<file path="src/rtl/tff_sync_counter.sv">
// Modulo-MODULUS synchronous up/down counter built on T-flip-flop toggle enables.
// It supports parallel load, synchronous clear, wrap or saturate mode and a cascade terminal count.
module tff_sync_counter #(
  parameter int unsigned     WIDTH    = 4,
  parameter longint unsigned MODULUS  = 16,
  parameter int unsigned     SATURATE = 0
) (
  input  logic             clk,
  input  logic             rst_n,
  input  logic             clr,
  input  logic             load,
  input  logic [WIDTH-1:0] din,
  input  logic             en,
  input  logic             up,
  output logic [WIDTH-1:0] q,
  output logic             tc,
  output logic [WIDTH-1:0] toggle,
  output logic             wrap,
  output logic             load_err
);

  localparam longint unsigned MOD_LIMIT = 64'd1 << WIDTH;
  localparam logic [WIDTH-1:0] MAX_Q    = WIDTH'(MODULUS - 64'd1);
  localparam bit               SAT      = (SATURATE != 0);

  if (WIDTH < 1 || WIDTH > 32) begin : g_bad_width
    $error("tff_sync_counter: WIDTH must be within 1..32");
  end
  if (MODULUS < 2 || MODULUS > MOD_LIMIT) begin : g_bad_modulus
    $error("tff_sync_counter: MODULUS must be within 2..2**WIDTH");
  end

  logic             at_max;
  logic             at_zero;
  logic             at_limit;
  logic             out_of_range;
  logic             din_ok;
  logic             cnt_cmd;
  logic [WIDTH-1:0] q_nxt;
  logic             wrap_nxt;
  logic             load_err_nxt;
  logic [WIDTH-1:0] classic;
  logic             run_up;
  logic             run_dn;

  assign at_max       = (q == MAX_Q);
  assign at_zero      = (q == '0);
  assign at_limit     = up ? at_max : at_zero;
  assign out_of_range = (64'(q) >= MODULUS);
  assign din_ok       = (64'(din) < MODULUS);
  assign cnt_cmd      = en & ~clr & ~load;

  assign tc = cnt_cmd & at_limit;

  // Next count: clr beats load, load beats en; an unused state always recovers to 0.
  always_comb begin
    q_nxt        = q;
    wrap_nxt     = 1'b0;
    load_err_nxt = 1'b0;
    if (clr) begin
      q_nxt = '0;
    end else if (load) begin
      if (din_ok) begin
        q_nxt = din;
      end else begin
        q_nxt        = MAX_Q;
        load_err_nxt = 1'b1;
      end
    end else if (en) begin
      if (out_of_range) begin
        q_nxt = '0;
      end else if (at_limit) begin
        if (!SAT) begin
          q_nxt    = up ? '0 : MAX_Q;
          wrap_nxt = 1'b1;
        end
      end else begin
        q_nxt = up ? q + WIDTH'(1) : q - WIDTH'(1);
      end
    end
  end

  // Ripple-free T-flip-flop enables: bit i flips when all lower bits are 1 (up) or all 0 (down).
  always_comb begin
    classic = '0;
    run_up  = 1'b1;
    run_dn  = 1'b1;
    for (int i = 0; i < int'(WIDTH); i++) begin
      classic[i] = up ? run_up : run_dn;
      run_up     = run_up & q[i];
      run_dn     = run_dn & ~q[i];
    end
  end

  // The classic equation is wrong only at the wrap point (and in unused states); take the real delta there.
  assign toggle = !cnt_cmd                   ? '0 :
                  (at_limit || out_of_range) ? (q ^ q_nxt) :
                                               classic;

  always_ff @(posedge clk or negedge rst_n) begin
    if (!rst_n) begin
      q        <= '0;
      wrap     <= 1'b0;
      load_err <= 1'b0;
    end else begin
      q        <= q_nxt;
      wrap     <= wrap_nxt;
      load_err <= load_err_nxt;
    end
  end

endmodule
</file>
<file path="config.mk">
export PLATFORM = sky130hd
export DESIGN_NAME = tff_sync_counter
export DESIGN_NICKNAME = d
export VERILOG_FILES = /design/src/rtl/tff_sync_counter.sv
export SDC_FILE = /design/constraint.sdc
export NUM_CORES = 1
export LEC_CHECK = 0
export ABC_AREA = 1
export BUFFER_PORTS_ARGS = -buffer_cell sky130_fd_sc_hd__buf_2
export CAP_MARGIN = 20
export CORE_AREA = 2 2 39 41
export CTS_CLUSTER_SIZE = 30
export DETAILED_ROUTE_END_ITERATION = 8
export DIE_AREA = 0 0 41 43
export PLACE_DENSITY_LB_ADDON = 0.12
export SLEW_MARGIN = 30
export SYNTH_ARGS = -nofsm -noshare
export SYNTH_HDL_FRONTEND = slang
export SYNTH_SLANG_ARGS = --single-unit
</file>
<file path="constraint.sdc">
create_clock -name clk -period 1.7 [get_ports clk]
set_clock_uncertainty 0.2 [all_clocks]
set_input_delay 0.34 -clock clk [delete_from_list [all_inputs] [get_ports clk]]
set_output_delay 0.34 -clock clk [all_outputs]
set_load 0.1 [all_outputs]
</file>
* Word-level counts from Yosys, hierarchy flattened *
Cells that the tools add are included.

cells by class
  add/sub/neg operators = 2
  eq/ne operators = 1
  mux-type cells = 16
  bitwise logic cells = 13
  reductions and logical operators = 1

operators with widths
  cell                                                                count
  4-bit 2-to-1 mux                                                    8
  1-bit 2-to-1 mux                                                    8
  1-bit AND                                                           7
  1-bit inverter                                                      5
  4-bit by 1-bit adder with 4-bit output, second input constant       1
  4-bit equality test, second input constant                          1
  4-bit zero test                                                     1
  4-bit by 1-bit subtractor with 4-bit output, second input constant  1
  4-bit bitwise XOR                                                   1

storage, ports and cells
  register bits = 5
  input port bits = 10
  output and inout port bits = 11
  word-level logic and storage cells = 35

* Logic depth before layout (Yosys ltp) *
  depth after elaboration = 9
  gate-level depth with buffers = 10

* Least setup slack after synthesis *
OpenSTA, ideal clock, no wires.

  path kind = input port to output port
  start = input port en
  end = output port toggle[2]
  arrival time = 3414 ps
  required time = 1160 ps
  slack = -2254 ps
  cell stages on the path = 4
  buffers on the path = 0
  cell sequence = inv_1 > nor3_2 > inv_1 > a21oi_1

between the ends
  longest elaborated chain between the ends = 6

RTL lines
  what                  RTL line  source
  start, declared       13        input logic en,
  4-bit 2-to-1 mux      69        end else if (en) begin
  4-bit 2-to-1 mux      62        end else if (load) begin
  4-bit 2-to-1 mux      60        if (clr) begin
  4-bit bitwise XOR     97        (at_limit || out_of_range) ? (q ^ q_nxt) :
  4-bit 2-to-1 mux      97
  4-bit 2-to-1 mux (*)  96        assign toggle = !cnt_cmd ? '0 :
  end, declared         17        output logic [WIDTH-1:0] toggle,

Mark *: on every way between the ends. The rest lies on a longest branch, timed or not.

* Worst setup path in the final report *
  start = register q[2]
  end = output port tc

between the ends
  longest elaborated chain between the ends = 3

RTL lines
  what                                                    RTL line  source
  start, declared                                         15        output logic [WIDTH-1:0] q,
  start signal, assigned                                  106       q <= q_nxt;
  4-bit equality test or 4-bit zero test (tied branches)  46, 47
  1-bit 2-to-1 mux (*)                                    48        assign at_limit = up ? at_max : at_zero;
  1-bit AND (*)                                           53        assign tc = cnt_cmd & at_limit;
  end, declared                                           16        output logic tc,

Marks and branches as above.

==> impl_results.html <==
<table>
<tr><th>Metric</th><th>Value</th></tr>
<tr><th colspan="2">Clock tree</th></tr>
<tr><td>TritonCTS clock tree</td><td>built</td></tr>
<tr><td>Clock Root Buffer</td><td>sky130_fd_sc_hd__clkbuf_4</td></tr>
<tr><td>Number of sinks driven by the clock tree</td><td>5</td></tr>
<tr><td>Clock Pin Slew Worst Setup and Hold Paths</td><td>0.04 ns</td></tr>
<tr><td>CTS max path bufs</td><td>2</td></tr>
<tr><td>Number of buffers created by CTS</td><td>3</td></tr>
<tr><td>H-tree depth</td><td>1</td></tr>
<tr><td>Insertion delay of the later-clocked pin in the worst-skew pair</td><td>0.24 ns</td></tr>
<tr><th colspan="2">Setup path</th></tr>
<tr><td>Type of the setup path with the least slack</td><td>reg -&gt; out</td></tr>
<tr><td>R2R setup slack</td><td>-0.17 ns</td></tr>
<tr><td>RR Endpoint</td><td>q[3]</td></tr>
<tr><td>CP endpoint kind</td><td>output port</td></tr>
<tr><td>Arrival time at the worst endpoint</td><td>1.41 ns</td></tr>
<tr><td>Worst EP required</td><td>1.16 ns</td></tr>
<tr><td>Start of the worst register-to-register path</td><td>q[2]</td></tr>
<tr><td>CP startpoint</td><td>q[2]</td></tr>
<tr><td>Worst reg-to-reg path cell count</td><td>9</td></tr>
<tr><td>Crit path max fanout</td><td>3</td></tr>
<tr><td>CP startpoint kind</td><td>flop</td></tr>
<tr><th colspan="2">Floorplanning</th></tr>
<tr><td>Placement Rows</td><td>14</td></tr>
<tr><td>Die X-Extent</td><td>41 um</td></tr>
<tr><td>Starting utilization of the core area</td><td>33.5%</td></tr>
<tr><td>Ports placed on the boundary</td><td>21</td></tr>
<tr><td>Die span in y</td><td>43 um</td></tr>
<tr><td>Die outline area</td><td>1760 um2</td></tr>
<tr><td>Placeable core region</td><td>1380 um2</td></tr>
<tr><th colspan="2">Cells and area</th></tr>
<tr><td>Layout cells sized above 1</td><td>60.6%</td></tr>
<tr><td>Antenna cell count</td><td>0</td></tr>
<tr><td>Final standard cell utilization of the core</td><td>70.0%</td></tr>
<tr><td>Cell area after layout</td><td>968 um2</td></tr>
<tr><td>Relative area change from synthesis to final layout</td><td>109%</td></tr>
<tr><td>Commonest cells after routing, fill and taps aside</td><td>sky130_fd_sc_hd__buf_4 (15), sky130_fd_sc_hd__nand2_1 (14), sky130_fd_sc_hd__buf_2 (11)</td></tr>
<tr><td>Layout fillers</td><td>98</td></tr>
<tr><td>Most frequent standard cell in the layout excluding fill and tap cells</td><td>sky130_fd_sc_hd__buf_4</td></tr>
<tr><td>Number of nets in the finished design</td><td>123</td></tr>
<tr><th colspan="2">GRT</th></tr>
<tr><td>Wire length of the first global-routing pass</td><td>2.23 mm</td></tr>
<tr><td>GR Util All Layers</td><td>19.1%</td></tr>
<tr><td>Via count of the first global-routing pass</td><td>574</td></tr>
<tr><td>Largest net degree at the start of global routing</td><td>7</td></tr>
<tr><td>Initial antenna violation count</td><td>0</td></tr>
<tr><td>Global route overflow</td><td>0</td></tr>
<tr><th colspan="2">Synth</th></tr>
<tr><td>Share of the yosys chip area belonging to registers</td><td>27.0%</td></tr>
<tr><td>Avg Cell Area, Syn</td><td>6.52 um2</td></tr>
<tr><td>Net count of the mapped netlist</td><td>84</td></tr>
<tr><td>Share of Yosys cell area claimed by the top area cell type</td><td>27.0%</td></tr>
<tr><td>Warnings from Yosys</td><td>0</td></tr>
<tr><td>Leading cell types by total area after synthesis</td><td>sky130_fd_sc_hd__dfrtp_1 (27%), sky130_fd_sc_hd__nand2_1 (14%), sky130_fd_sc_hd__nor2_1 (8.9%)</td></tr>
<tr><td>FF+latch count, synth</td><td>5</td></tr>
<tr><td>Area leader, netlist</td><td>sky130_fd_sc_hd__dfrtp_1</td></tr>
<tr><td>Mapped Cells</td><td>71</td></tr>
<tr><td>Unique cell type count in the Yosys netlist</td><td>19</td></tr>
<tr><td>Mapped Area</td><td>463 um2</td></tr>
<tr><th colspan="2">Pwr</th></tr>
<tr><td>VDD IR max</td><td>0.000367 V</td></tr>
<tr><td>Internal Dissipation</td><td>0.359 mW</td></tr>
<tr><td>Power density of the placed cells</td><td>652 nW/um2</td></tr>
<tr><td>Clock group share of total power</td><td>21.3%</td></tr>
<tr><td>Combinational group share of total power</td><td>55.5%</td></tr>
<tr><td>Net switching power</td><td>0.272 mW</td></tr>
<tr><td>Leakage component of the power</td><td>0.459 nW</td></tr>
<tr><td>Reg power frac</td><td>23.2%</td></tr>
<tr><td>Switching part of the total power</td><td>43.0%</td></tr>
<tr><th colspan="2">Route</th></tr>
<tr><td>Total Wirelength</td><td>1.41 mm</td></tr>
<tr><td>Count of routing violations after the opening detailed-route iteration</td><td>2</td></tr>
<tr><td>Number of nets still failing antenna checks after routing</td><td>0</td></tr>
<tr><td>Post-route DRC violation count</td><td>0</td></tr>
<tr><td>Via count</td><td>581</td></tr>
<tr><td>WL/cell</td><td>11.3 um</td></tr>
<tr><td>Via density per instance</td><td>4.65</td></tr>
<tr><td>First-pass DRT Iterations</td><td>3</td></tr>
<tr><th colspan="2">Timing</th></tr>
<tr><td>Post-route clock period utilization</td><td>115%</td></tr>
<tr><td>Count of endpoints failing hold in the final timing report</td><td>0</td></tr>
<tr><td>Setup repair after global routing missed its margin</td><td>true</td></tr>
<tr><td>Number of setup violations in the final report</td><td>8</td></tr>
<tr><td>Setup slack after layout</td><td>-0.247 ns</td></tr>
<tr><td>Highest Clock Rate</td><td>514 MHz</td></tr>
<tr><td>Number of pins with negative max-slew slack in the final report</td><td>0</td></tr>
<tr><td>Min Clock Period, post-route</td><td>1.95 ns</td></tr>
<tr><th colspan="2">Min path</th></tr>
<tr><td>Worst hold path depth</td><td>3</td></tr>
<tr><td>Min-delay src</td><td>din[1]</td></tr>
<tr><td>Path category of the worst min-delay check</td><td>in -&gt; reg</td></tr>
<tr><td>Worst-case hold path end point</td><td>q[1]</td></tr>
<tr><th colspan="2">Flow run</th></tr>
<tr><td>Max-cap violation count</td><td>0</td></tr>
<tr><th colspan="2">Status</th></tr>
<tr><td>Violated checks</td><td>setup timing</td></tr>
<tr><td>Run status</td><td>finished with violations</td></tr>
<tr><th colspan="2">Placed design</th></tr>
<tr><td>Total placed instance area</td><td>870 um2</td></tr>
<tr><td>Half-perimeter wire length after detailed placement</td><td>1.15 mm</td></tr>
<tr><td>Global placement routability congestion</td><td>0.825</td></tr>
<tr><td>Port buffer count</td><td>19</td></tr>
</table>
-- power by group through the flow --
stage	Clock [mW]	Sequential, mW	Combinational [mW]
floorplan	0	0.211	0.129
global placement	0	0.145	0.313
detailed placement	0	0.145	0.318
CTS	0.142	0.143	0.328
global route	0.145	0.148	0.373
finish	0.134	0.147	0.350
-- worst max path at each step --
stage                           end  cells after the start
after global placement           tc                      7
after detailed placement         tc                      7
after floorplan           toggle[2]                      4
final                            tc                      6
after CTS                        tc                      6
after global routing             tc                      6
-- what timing repair did --
action / 4_1_cts / 5_1_grt
hold buffers: 1 / 0
buffers inserted: 1 / 0
setup endpoints to repair: 6 / 8
hold endpoints to repair: 5 / 0
gates resized for setup: 4 / 11
pin swaps: 3 / 7
-- sequential cells by signal (all words and copies together) (netlist names) --
name	count
wrap	1
q	4
-- worst max-delay path, cell delays in order, from the launching register on --
cell	delay [ns]
sky130_fd_sc_hd__dfrtp_4	0.49
sky130_fd_sc_hd__nor2_4	0.13
sky130_fd_sc_hd__nand2_4	0.07
sky130_fd_sc_hd__nor2_4	0.14
sky130_fd_sc_hd__nor2_4	0.06
sky130_fd_sc_hd__nor2_4	0.10
sky130_fd_sc_hd__buf_12	0.18
-- cell type report --
cell class,count,area [um2],share of cell area [%]
Tap cell,16,20.0,2.07
Timing Repair Buffer,35,338,34.9
Multi-Input combinational cell,54,405,41.9
Sequential cell,5,138,14.2
Clock buffer,4,26.3,2.71
Inverter,11,41.3,4.26
-- cells by family (layout without fill, tap and decap cells) --
| group | count (synthesis) | after routing | share of synthesized area [%] |
|---|---|---|---|
| AO/OA/AOI/OAI | 14 | 14 | 15.9 |
| XOR/XNOR | 2 | 2 | 3.78 |
| adder cells (fa/ha/maj) | 3 | 3 | 9.73 |
| buffers and inverters | 12 | 50 | 10.5 |
| flip-flops | 5 | 5 | 27.0 |
| other | 1 | 1 | 0.810 |
| AND/OR/NAND/NOR | 34 | 34 | 32.2 |
-- per-layer routing --
metal	part of all wire (%)	global-route usage, %	wire, um
met4	3.8	16.7	54
met1	41	21.4	575
met2	52	29.1	731
met5	0	0	0
met3	3.5	3.14	50
-- Yosys cell counts --
library cell               n
sky130_fd_sc_hd__or2_2     1
sky130_fd_sc_hd__fa_1      1
sky130_fd_sc_hd__nor2_2    2
sky130_fd_sc_hd__nand3_1   1
sky130_fd_sc_hd__nand2_1  17
sky130_fd_sc_hd__xnor2_1   1
sky130_fd_sc_hd__ha_1      2
sky130_fd_sc_hd__conb_1    1
sky130_fd_sc_hd__inv_2     2
sky130_fd_sc_hd__buf_4     1
sky130_fd_sc_hd__xor2_1    1
sky130_fd_sc_hd__a21oi_2   1
sky130_fd_sc_hd__o21ai_0   6
sky130_fd_sc_hd__nor3_2    1
sky130_fd_sc_hd__dfrtp_1   5
sky130_fd_sc_hd__nor2_1   11
sky130_fd_sc_hd__inv_1     9
sky130_fd_sc_hd__a21oi_1   7
sky130_fd_sc_hd__nand3_2   1
-- through the flow --
stage	instances	power [mW]	setup slack, ns	TNS (ns)	hold WS, ns
after global placement	119	0.458	-0.0494	-0.133	-0.0388
final	125	0.631	-0.247	-1.09	0.200
after CTS	125	0.613	-0.271	-1.04	0.199
after global routing	125	0.666	-0.287	-1.45	0.240
after detailed placement	119	0.463	-0.0740	-0.182	-0.0388
after floorplan	71	0.340	-0.921	-3.86	-0.156
Note: power is estimated with default switching activity, not from simulation.
